[config.mk]
export PLATFORM = sky130hd
export DESIGN_NAME = prediction_reader
export DESIGN_NICKNAME = d
export VERILOG_FILES = /design/src/rtl/prediction_reader.sv
export SDC_FILE = /design/constraint.sdc
export NUM_CORES = 2
export LEC_CHECK = 0
export ABC_AREA = 1
export CAP_MARGIN = 20
export CORE_MARGIN = 2
export CORE_UTILIZATION = 56
export DETAILED_ROUTE_END_ITERATION = 8
export PLACE_DENSITY = 0.74
export SLEW_MARGIN = 20
export SYNTH_ARGS = -nofsm -noshare
export SYNTH_HDL_FRONTEND = slang
export SYNTH_SLANG_ARGS = --single-unit
[constraint.sdc]
create_clock -name clk -period 6 [get_ports clk]
set_input_delay 1.2 -clock clk [delete_from_list [all_inputs] [get_ports clk]]
set_output_delay 1.2 -clock clk [all_outputs]
set_load 0.1 [all_outputs]
[src/rtl/prediction_reader.sv]
// Prediction table reader: SP/LHP/GHP stat+trend tables, confidence-based predictor selection, IF/ID/EX copies.
// Optional build macro TREND_BIAS_EN adds the signed trend counter into each selection score.
module prediction_reader #(
  parameter int JUMP_STATUS_COUNTER_WIDTH = 2,
  parameter int STAT_COUNTER_WIDTH        = 5
) (
  input  logic                                 clk,
  input  logic                                 rst_n,
  input  logic                                 PL_stall,
  input  logic                                 PL_flush,
  input  logic [2:0]                           addr,
  input  logic                                 SP_prediction_result,
  input  logic [JUMP_STATUS_COUNTER_WIDTH-1:0] LHP_count,
  input  logic [JUMP_STATUS_COUNTER_WIDTH-1:0] GHP_count,
  input  logic                                 clear_en1,
  input  logic [2:0]                           WR_addr1,
  input  logic                                 WR_SP_index1,
  input  logic [JUMP_STATUS_COUNTER_WIDTH-1:0] WR_LHP_index1,
  input  logic [JUMP_STATUS_COUNTER_WIDTH-1:0] WR_GHP_index1,
  input  logic                                 WR_SP_stat_en1,
  input  logic                                 WR_SP_trend_en1,
  input  logic [STAT_COUNTER_WIDTH-1:0]        WR_SP_stat_count1,
  input  logic [2:0]                           WR_SP_trend_count1,
  input  logic                                 WR_LHP_stat_en1,
  input  logic                                 WR_LHP_trend_en1,
  input  logic [STAT_COUNTER_WIDTH-1:0]        WR_LHP_stat_count1,
  input  logic [2:0]                           WR_LHP_trend_count1,
  input  logic                                 WR_GHP_stat_en1,
  input  logic                                 WR_GHP_trend_en1,
  input  logic [STAT_COUNTER_WIDTH-1:0]        WR_GHP_stat_count1,
  input  logic [2:0]                           WR_GHP_trend_count1,
  input  logic                                 clear_en2,
  input  logic [2:0]                           WR_addr2,
  input  logic                                 WR_SP_index2,
  input  logic [JUMP_STATUS_COUNTER_WIDTH-1:0] WR_LHP_index2,
  input  logic [JUMP_STATUS_COUNTER_WIDTH-1:0] WR_GHP_index2,
  input  logic                                 WR_SP_stat_en2,
  input  logic                                 WR_SP_trend_en2,
  input  logic [STAT_COUNTER_WIDTH-1:0]        WR_SP_stat_count2,
  input  logic [2:0]                           WR_SP_trend_count2,
  input  logic                                 WR_LHP_stat_en2,
  input  logic                                 WR_LHP_trend_en2,
  input  logic [STAT_COUNTER_WIDTH-1:0]        WR_LHP_stat_count2,
  input  logic [2:0]                           WR_LHP_trend_count2,
  input  logic                                 WR_GHP_stat_en2,
  input  logic                                 WR_GHP_trend_en2,
  input  logic [STAT_COUNTER_WIDTH-1:0]        WR_GHP_stat_count2,
  input  logic [2:0]                           WR_GHP_trend_count2,
  output logic                                 prediction_result,
  output logic                                 prediction_result_id,
  output logic                                 prediction_result_ex,
  output logic [2:0]                           addr_id,
  output logic [2:0]                           addr_ex,
  output logic                                 SP_prediction_result_id,
  output logic                                 SP_prediction_result_ex,
  output logic [JUMP_STATUS_COUNTER_WIDTH-1:0] LHP_count_id,
  output logic [JUMP_STATUS_COUNTER_WIDTH-1:0] LHP_count_ex,
  output logic [JUMP_STATUS_COUNTER_WIDTH-1:0] GHP_count_id,
  output logic [JUMP_STATUS_COUNTER_WIDTH-1:0] GHP_count_ex,
  output logic [STAT_COUNTER_WIDTH-1:0]        SP_stat_count,
  output logic [STAT_COUNTER_WIDTH-1:0]        SP_stat_count_id,
  output logic [STAT_COUNTER_WIDTH-1:0]        SP_stat_count_ex,
  output logic [STAT_COUNTER_WIDTH-1:0]        LHP_stat_count,
  output logic [STAT_COUNTER_WIDTH-1:0]        LHP_stat_count_id,
  output logic [STAT_COUNTER_WIDTH-1:0]        LHP_stat_count_ex,
  output logic [STAT_COUNTER_WIDTH-1:0]        GHP_stat_count,
  output logic [STAT_COUNTER_WIDTH-1:0]        GHP_stat_count_id,
  output logic [STAT_COUNTER_WIDTH-1:0]        GHP_stat_count_ex,
  output logic [2:0]                           SP_trend_count,
  output logic [2:0]                           LHP_trend_count,
  output logic [2:0]                           GHP_trend_count
);
  localparam int JW  = JUMP_STATUS_COUNTER_WIDTH;
  localparam int SW  = STAT_COUNTER_WIDTH;
  localparam int JD  = 8 << JW;
  localparam int SCW = SW + 2;

  typedef enum logic [1:0] {SEL_SP, SEL_LHP, SEL_GHP} sel_e;

  typedef struct packed {
    logic          pred;
    logic [2:0]    addr;
    logic          sp_res;
    logic [JW-1:0] lhp_cnt;
    logic [JW-1:0] ghp_cnt;
    logic [SW-1:0] sp_stat;
    logic [SW-1:0] lhp_stat;
    logic [SW-1:0] ghp_stat;
  } pipe_t;

  logic [SW-1:0] r_sp_stat  [16];
  logic [2:0]    r_sp_trend [16];
  logic [SW-1:0] r_lhp_stat [JD];
  logic [2:0]    r_lhp_trend[JD];
  logic [SW-1:0] r_ghp_stat [JD];
  logic [2:0]    r_ghp_trend[JD];

  // NOTE: the tables must come out of reset zeroed, so these arrays are reset flops rather than a RAM macro.
  always_ff @(posedge clk or negedge rst_n) begin
    if (!rst_n) begin
      for (int i = 0; i < 16; i++) begin
        r_sp_stat[i]  <= '0;
        r_sp_trend[i] <= '0;
      end
      for (int i = 0; i < JD; i++) begin
        r_lhp_stat[i]  <= '0;
        r_lhp_trend[i] <= '0;
        r_ghp_stat[i]  <= '0;
        r_ghp_trend[i] <= '0;
      end
    end else begin
      // Later assignments win: port 1, then port 2, then row clears.
      if (WR_SP_stat_en1)   r_sp_stat  [{WR_addr1, WR_SP_index1}]  <= WR_SP_stat_count1;
      if (WR_SP_trend_en1)  r_sp_trend [{WR_addr1, WR_SP_index1}]  <= WR_SP_trend_count1;
      if (WR_LHP_stat_en1)  r_lhp_stat [{WR_addr1, WR_LHP_index1}] <= WR_LHP_stat_count1;
      if (WR_LHP_trend_en1) r_lhp_trend[{WR_addr1, WR_LHP_index1}] <= WR_LHP_trend_count1;
      if (WR_GHP_stat_en1)  r_ghp_stat [{WR_addr1, WR_GHP_index1}] <= WR_GHP_stat_count1;
      if (WR_GHP_trend_en1) r_ghp_trend[{WR_addr1, WR_GHP_index1}] <= WR_GHP_trend_count1;
      if (WR_SP_stat_en2)   r_sp_stat  [{WR_addr2, WR_SP_index2}]  <= WR_SP_stat_count2;
      if (WR_SP_trend_en2)  r_sp_trend [{WR_addr2, WR_SP_index2}]  <= WR_SP_trend_count2;
      if (WR_LHP_stat_en2)  r_lhp_stat [{WR_addr2, WR_LHP_index2}] <= WR_LHP_stat_count2;
      if (WR_LHP_trend_en2) r_lhp_trend[{WR_addr2, WR_LHP_index2}] <= WR_LHP_trend_count2;
      if (WR_GHP_stat_en2)  r_ghp_stat [{WR_addr2, WR_GHP_index2}] <= WR_GHP_stat_count2;
      if (WR_GHP_trend_en2) r_ghp_trend[{WR_addr2, WR_GHP_index2}] <= WR_GHP_trend_count2;
      if (clear_en1) begin
        for (int i = 0; i < 2; i++) r_sp_stat[{WR_addr1, 1'(i)}] <= '0;
        for (int i = 0; i < (1 << JW); i++) begin
          r_lhp_stat[{WR_addr1, JW'(i)}] <= '0;
          r_ghp_stat[{WR_addr1, JW'(i)}] <= '0;
        end
      end
      if (clear_en2) begin
        for (int i = 0; i < 2; i++) r_sp_stat[{WR_addr2, 1'(i)}] <= '0;
        for (int i = 0; i < (1 << JW); i++) begin
          r_lhp_stat[{WR_addr2, JW'(i)}] <= '0;
          r_ghp_stat[{WR_addr2, JW'(i)}] <= '0;
        end
      end
    end
  end

  assign SP_stat_count   = r_sp_stat  [{addr, SP_prediction_result}];
  assign SP_trend_count  = r_sp_trend [{addr, SP_prediction_result}];
  assign LHP_stat_count  = r_lhp_stat [{addr, LHP_count}];
  assign LHP_trend_count = r_lhp_trend[{addr, LHP_count}];
  assign GHP_stat_count  = r_ghp_stat [{addr, GHP_count}];
  assign GHP_trend_count = r_ghp_trend[{addr, GHP_count}];

  logic signed [SCW-1:0] w_sp_bias, w_lhp_bias, w_ghp_bias;
  logic signed [SCW-1:0] w_sp_score, w_lhp_score, w_ghp_score;

`ifdef TREND_BIAS_EN
  assign w_sp_bias  = SCW'($signed(SP_trend_count));
  assign w_lhp_bias = SCW'($signed(LHP_trend_count));
  assign w_ghp_bias = SCW'($signed(GHP_trend_count));
`else
  assign w_sp_bias  = '0;
  assign w_lhp_bias = '0;
  assign w_ghp_bias = '0;
`endif

  // Two zero guard bits keep the stat count non-negative in the signed domain.
  assign w_sp_score  = $signed({2'b00, SP_stat_count})  + w_sp_bias;
  assign w_lhp_score = $signed({2'b00, LHP_stat_count}) + w_lhp_bias;
  assign w_ghp_score = $signed({2'b00, GHP_stat_count}) + w_ghp_bias;

  sel_e w_sel;

  // NOTE: every always_comb output gets a default first so no latch is inferred.
  always_comb begin
    w_sel = SEL_SP;
    if (w_ghp_score >= w_lhp_score && w_ghp_score >= w_sp_score) w_sel = SEL_GHP;
    else if (w_lhp_score >= w_sp_score)                          w_sel = SEL_LHP;
  end

  always_comb begin
    prediction_result = SP_prediction_result;
    case (w_sel)
      SEL_LHP: prediction_result = LHP_count[JW-1];
      SEL_GHP: prediction_result = GHP_count[JW-1];
      default: prediction_result = SP_prediction_result;
    endcase
  end

  pipe_t w_if, r_id, r_ex;

  assign w_if = '{pred: prediction_result, addr: addr, sp_res: SP_prediction_result,
                  lhp_cnt: LHP_count, ghp_cnt: GHP_count, sp_stat: SP_stat_count,
                  lhp_stat: LHP_stat_count, ghp_stat: GHP_stat_count};

  // NOTE: sequential state uses non-blocking assignments so EX samples the pre-edge ID copy.
  always_ff @(posedge clk or negedge rst_n) begin
    if (!rst_n) begin
      r_id <= '0;
      r_ex <= '0;
    end else if (!PL_stall) begin
      r_id <= PL_flush ? '0 : w_if;
      r_ex <= r_id;
    end
  end

  assign prediction_result_id    = r_id.pred;
  assign prediction_result_ex    = r_ex.pred;
  assign addr_id                 = r_id.addr;
  assign addr_ex                 = r_ex.addr;
  assign SP_prediction_result_id = r_id.sp_res;
  assign SP_prediction_result_ex = r_ex.sp_res;
  assign LHP_count_id            = r_id.lhp_cnt;
  assign LHP_count_ex            = r_ex.lhp_cnt;
  assign GHP_count_id            = r_id.ghp_cnt;
  assign GHP_count_ex            = r_ex.ghp_cnt;
  assign SP_stat_count_id        = r_id.sp_stat;
  assign SP_stat_count_ex        = r_ex.sp_stat;
  assign LHP_stat_count_id       = r_id.lhp_stat;
  assign LHP_stat_count_ex       = r_ex.lhp_stat;
  assign GHP_stat_count_id       = r_id.ghp_stat;
  assign GHP_stat_count_ex       = r_ex.ghp_stat;

endmodule

# Word-level counts from Yosys, hierarchy flattened
# Cells that the tools add are included.
[word_totals]
word_cells = 392
input_bits = 90
out_inout_bits = 73
ff_bits = 688
[classes]
bitwise_logic = 53
n_reduce_logical = 19
n_eq_ne = 2
n_mux = 100
order_cmp = 42
[ops]
columns = ["cell", "n"]
rows = [
  ["160-bit AND", 16],
  ["160-bit two-way mux", 8],
  ["160-bit NOT", 8],
  ["160-bit bitwise mux", 4],
  ["96-bit bitwise mux", 4],
  ["96-bit two-way mux", 4],
  ["80-bit AND", 4],
  ["80-bit two-way mux", 4],
  ["80-bit NOT", 4],
  ["5-bit demux with 5-bit select", 12],
  ["80-bit bitwise mux", 2],
  ["5-bit demux with 4-bit select", 6],
  ["5-bit two-way mux", 24],
  ["48-bit bitwise mux", 2],
  ["48-bit two-way mux", 2],
  ["6-bit >= comparator, second input constant", 14],
  ["5-bit NOT with 6-bit output", 14],
  ["6-bit by 1-bit less-than comparator with 1-bit output, second input constant", 12],
  ["3-bit demux with 5-bit select", 4],
  ["5-bit binary-select mux with 5-bit select", 2],
  ["3-bit two-way mux", 12],
  ["5-bit >= comparator, second input constant", 7],
  ["4-bit NOT with 5-bit output", 7],
  ["3-bit binary-select mux with 5-bit select", 2],
  ["other kinds (12)", 38],
]

# Longest topological paths before layout
[depth]
depth_word = 19
depth_mapped = 22
mapped_depth_nobuf = 20

# Least setup slack after synthesis
# No wires, ideal clock.
[synth_timing]
kind = "input -> output"
from = "input addr[0]"
to = "output prediction_result"
t_arrival_ns = 4.343
n_path_buf = 2
cell_stages = 16
required_ns = 4.800
setup_slack_ns = 0.457
path_cell_list = "inv_1 clkbuf_1 buf_1 nand3_1 nand2_1 nand2_1 nand3_1 and2_1 ha_1 a21oi_1 o21ai_0 nand3_1 nand2_1 nand2_1 nand2_1 nand2_1"
[synth_between]
elab_chain_len = 9
word_cells_on_any_way = 21
classes_between = "order compare: 3; eq/ne: 2; mux: 12; bitwise: 3; reduce/logical: 1"
[synth_lines]
columns = ["item", "line", "rtl"]
rows = [
  ["start, declared", "11", "input logic [2:0] addr,"],
  ["5-bit NOT with 6-bit output (implied by the code) *", "146", "assign GHP_stat_count = r_ghp_stat [{addr, GHP_count}];"],
  ["5-bit binary-select mux with 5-bit select *", "146", ""],
  ["5-bit two-way mux (implied by the code) * (2 in a row)", "146", ""],
  ["named net GHP_stat_count[2]", "66", "output logic [STAT_COUNTER_WIDTH-1:0] GHP_stat_count,"],
  ["5-bit >= comparator", "172", "if (w_ghp_score >= w_lhp_score && w_ghp_score >= w_sp_score) w_sel = SEL_GHP;"],
  ["1-bit logical AND *", "172", ""],
  ["2-bit two-way mux *", "172", ""],
  ["2-bit == test / 2-bit by 1-bit == test with 1-bit output (equally long branches)", "178", "case (w_sel)"],
  ["1-bit one-hot mux with 2 select lines *", "178", ""],
  ["end, declared", "49", "output logic prediction_result,"],
]
# Mark *: on every way through the listed nets, which the timed path passes. The rest lies on a longest branch. The select of a mux whose other input is x is not followed.

# Worst setup path after layout
[layout_timing]
from = "input GHP_count[1]"
to = "output prediction_result"
[layout_between]
elab_chain_len = 9
word_cells_on_any_way = 11
classes_between = "order compare: 2; eq/ne: 2; mux: 5; bitwise: 1; reduce/logical: 1"
[layout_lines]
columns = ["item", "line", "rtl"]
rows = [
  ["start, declared", "14", "input logic [JUMP_STATUS_COUNTER_WIDTH-1:0] GHP_count,"],
  ["5-bit NOT with 6-bit output (implied by the code)", "146", ""],
  ["5-bit binary-select mux with 5-bit select", "146", ""],
  ["5-bit two-way mux (implied by the code) (2 in a row)", "146", ""],
  ["5-bit >= comparator", "172", ""],
  ["1-bit logical AND", "172", ""],
  ["2-bit two-way mux", "172", ""],
  ["2-bit == test / 2-bit by 1-bit == test with 1-bit output (equally long branches)", "178", ""],
  ["1-bit one-hot mux with 2 select lines *", "178", ""],
]
# Mark *: on every way between the ends. The rest lies on a longest branch, timed or not. The select of a mux whose other input is x is not followed.

==> run summary <==
Status = finished, violations left
Failing checks = design-rule violations
Area growth syn-to-layout = 12.75%
Global route overflow = 0
Synth Area per Inst = 7.059 sq um
Total track usage = 41.66%
1st-iter DRT viols = 7343
Clock sinks = 688
Total CTS buffers = 79
CP startpoint = GHP_count[1]
Seq cells post-synth = 688
Core area = 71610 sq um
Initial antenna violation count = 10
Area of the mapped netlist = 40590 sq um
Mean routed wirelength per cell = 23.55 um
Layout cells sized above 1 = 7.018%
Initial core utilization = 56.69%
RSZ-0062 raised after global routing = no
Synth async-reset ratio = 100.0%
CP Data Arrival Time = 4220 ps
CP Capture Type = output port
Fin area = 45770 sq um
Worst Hold Class = flop to flop
CTS tree = yes
Non-Filler Instances = 6739
H-tree depth = 3
Cts hold-fix bufs = 0
P per Cell Area = 319.0 nW/um^2
Sequential area share after synthesis = 42.41%
Syn nets = 5855
Critical path class = input port to output port
Hold Slack = 478.0 ps
CP Max Fanout = 41
Cell Count Post-Placement = 6585
Fmax = 184.4 MHz
Slew @ Worst Pin = 1156 ps
# DRC = 1
HPWL after DPL = 105400 um
Final Hold Vio Count = 0
Via count = 43630
CP Data Required Time = 4800 ps
Die area = 74650 sq um
Worst skew pair latency = 660 ps
Final WL = 158700 um
DRT Pass-1 Iters = 9
Max clock buf depth = 3
Final TNS setup = 0 ps
Max-Cap Viols = 0
Total power = 14.60 mW
Period Utilization, post-route = 90.40%
Slew margin rel. = 22.83%
Leakage power = 20.84 nW
Max IR drop VDD = 0.0002446 V
Die Ht = 273.2 um
Yosys warnings = 0
Filler instances = 6389
DR vias/cell = 6.474
Post-CTS resize count = 0
Vias in the first global route = 38980
Setup Buffers After CTS = 0
Reg clk slew, reported paths = 60 ps
Final setup viols = 0
Largest net degree at the start of global routing = 144
Final Wtd Congestion = 1.010
Post-route minimum period = 5424 ps
Crit Reg-Reg Startpoint = r_ghp_stat[157]$_DFF_PN0_
Clock Skew = 16.56 ps
Post-route ant nets = 0
Post-Syn Instances = 5750
Area of placed instances = 42900 sq um
Unique masters post-synth = 31
FP Rows = 98
Post-synth EDFFs = 0
Port buffer count = 162
I/O pin count = 163
First-pass GRT wire length = 239100 um
Width of the die = 273.2 um
Root cell of the clock tree = clkbuf_16
Top FF cell, synth = dfrtp_1
Max Slew Vio Count = 0
CP startpoint kind = input port
Hold Startpoint = SP_stat_count_ex[2]$_DFFE_PN0N_
Final net count = 5823
## metrics by stage
stage                     utilization (%)  setup WS (ps)
after global routing                63.90          492.8
after CTS                           63.84          679.1
final                               63.91          575.9
after detailed placement            59.91          681.7
after global placement              59.91          708.1
after floorplan                         -          457.0
## kinds of logic after synthesis
kind of cell               share of synthesized area [%]
AOI/OAI and AO/OA                                  20.78
adders and majority gates                         0.4624
buffers and inverters                              5.789
DFF                                                42.41
and+or+nand+nor                                    30.56
## area by class of cell
| cell class | count | area [sq um] | area share [%] |
|---|---|---|---|
| Clock buffer | 117 | 2385 | 5.211 |
| Sequential cell | 688 | 17220 | 37.62 |
| Multi-Input combinational cell | 4458 | 21040 | 45.97 |
| Tap cell | 950 | 1189 | 2.597 |
| Antenna cell | 4 | 10.01 | 0.02187 |
| Timing Repair Buffer | 242 | 2562 | 5.599 |
| Clock inverter | 31 | 425.4 | 0.9295 |
| Inverter | 249 | 939.7 | 2.053 |
## placed cells by master, fill, tap and decap left out, types with 6 or more instances in the layout
cell	count
ha_1	15
inv_2	27
clkbuf_16	83
o211a_1	16
clkdlybuf4s50_1	120
dfrtp_1	688
nor2_1	389
clkinv_2	15
buf_2	11
o22ai_1	80
nor2_4	22
buf_12	35
clkbuf_1	16
bufinv_16	10
clkinv_1	25
a21oi_1	552
o31ai_1	6
o211ai_1	282
a31oi_1	152
nand3_1	580
nor3_1	32
nor2_2	46
o21ai_0	341
buf_4	73
o21ai_1	19
nand2_2	45
clkbuf_8	18
nand2_1	1860
inv_1	195
## registers in the layout, indices dropped and copies added (netlist names), 3 cells and up
register / flops
r_sp_stat: 80
LHP_stat_count_ex: 5
addr_ex: 3
addr_id: 3
GHP_stat_count_ex: 5
LHP_stat_count_id: 5
SP_stat_count_ex: 5
GHP_stat_count_id: 5
r_ghp_trend: 96
r_lhp_trend: 96
SP_stat_count_id: 5
r_sp_trend: 48
r_lhp_stat: 160
r_ghp_stat: 160
## cells in the mapped netlist, types with 21 or more instances
library cell,instances,area (sq um)
nand2_1,1860,6982
dfrtp_1,688,17220
nand3_1,580,2903
a21oi_1,552,2763
nor2_1,390,1464
o21ai_0,341,1707
o211ai_1,282,2117
clkbuf_1,253,949.7
inv_1,200,750.7
a31oi_1,152,950.9
o22ai_1,81,506.7
buf_1,48,180.2
buf_2,48,240.2
nor2_2,46,287.8
nand2_2,45,281.5
nor3_1,32,160.2
inv_2,25,93.84
clkinv_1,24,90.09
nor2_4,21,236.5
## critical path, cell delays in order
cell	delay, ps
buf_2	110
buf_4	460
buf_4	430
nand3_1	130
nand3_1	120
nand2_1	60
nand2_1	60
nand3_1	150
and2_1	300
ha_1	310
nand2_1	50
inv_1	40
nand2_1	40
nand2_1	80
nand3_1	100
nand2_1	340
buf_12	230
## where the power goes
part | switching [mW] | internal, mW | total (mW)
Sequential | 0.493 | 5.45 | 5.94
Clock | 2.11 | 3.19 | 5.30
Combinational | 2.26 | 1.11 | 3.37
Total | 4.86 | 9.74 | 14.6
## path summary, 6_finish.rpt
kind / to / slack [ps] / cells past startpoint
worst max-delay path: prediction_result / 580 / 17
worst max register to register: prediction_result_id$_DFFE_PN0N_ / 3060 / 17
max in group asynchronous: r_lhp_stat[72]$_DFF_PN0_ / 3960 / 2
worst min register to register: SP_stat_count_ex[2]$_DFFE_PN0N_ / 480 / 2
worst min-delay path: SP_stat_count_ex[2]$_DFFE_PN0N_ / 480 / 2
min in group asynchronous: r_ghp_trend[22]$_DFF_PN0_ / 580 / 1
## metal layers
metal  global-route usage (%)  share of wire, %  vias up
met5                        0             0.056        -
met4                    16.49               4.4       14
met3                    15.39                16      491
met2                    56.69                40     3216
met1                    59.71                40    20410
li1                         -                 -    19490
(Power assumes the default switching activity.)
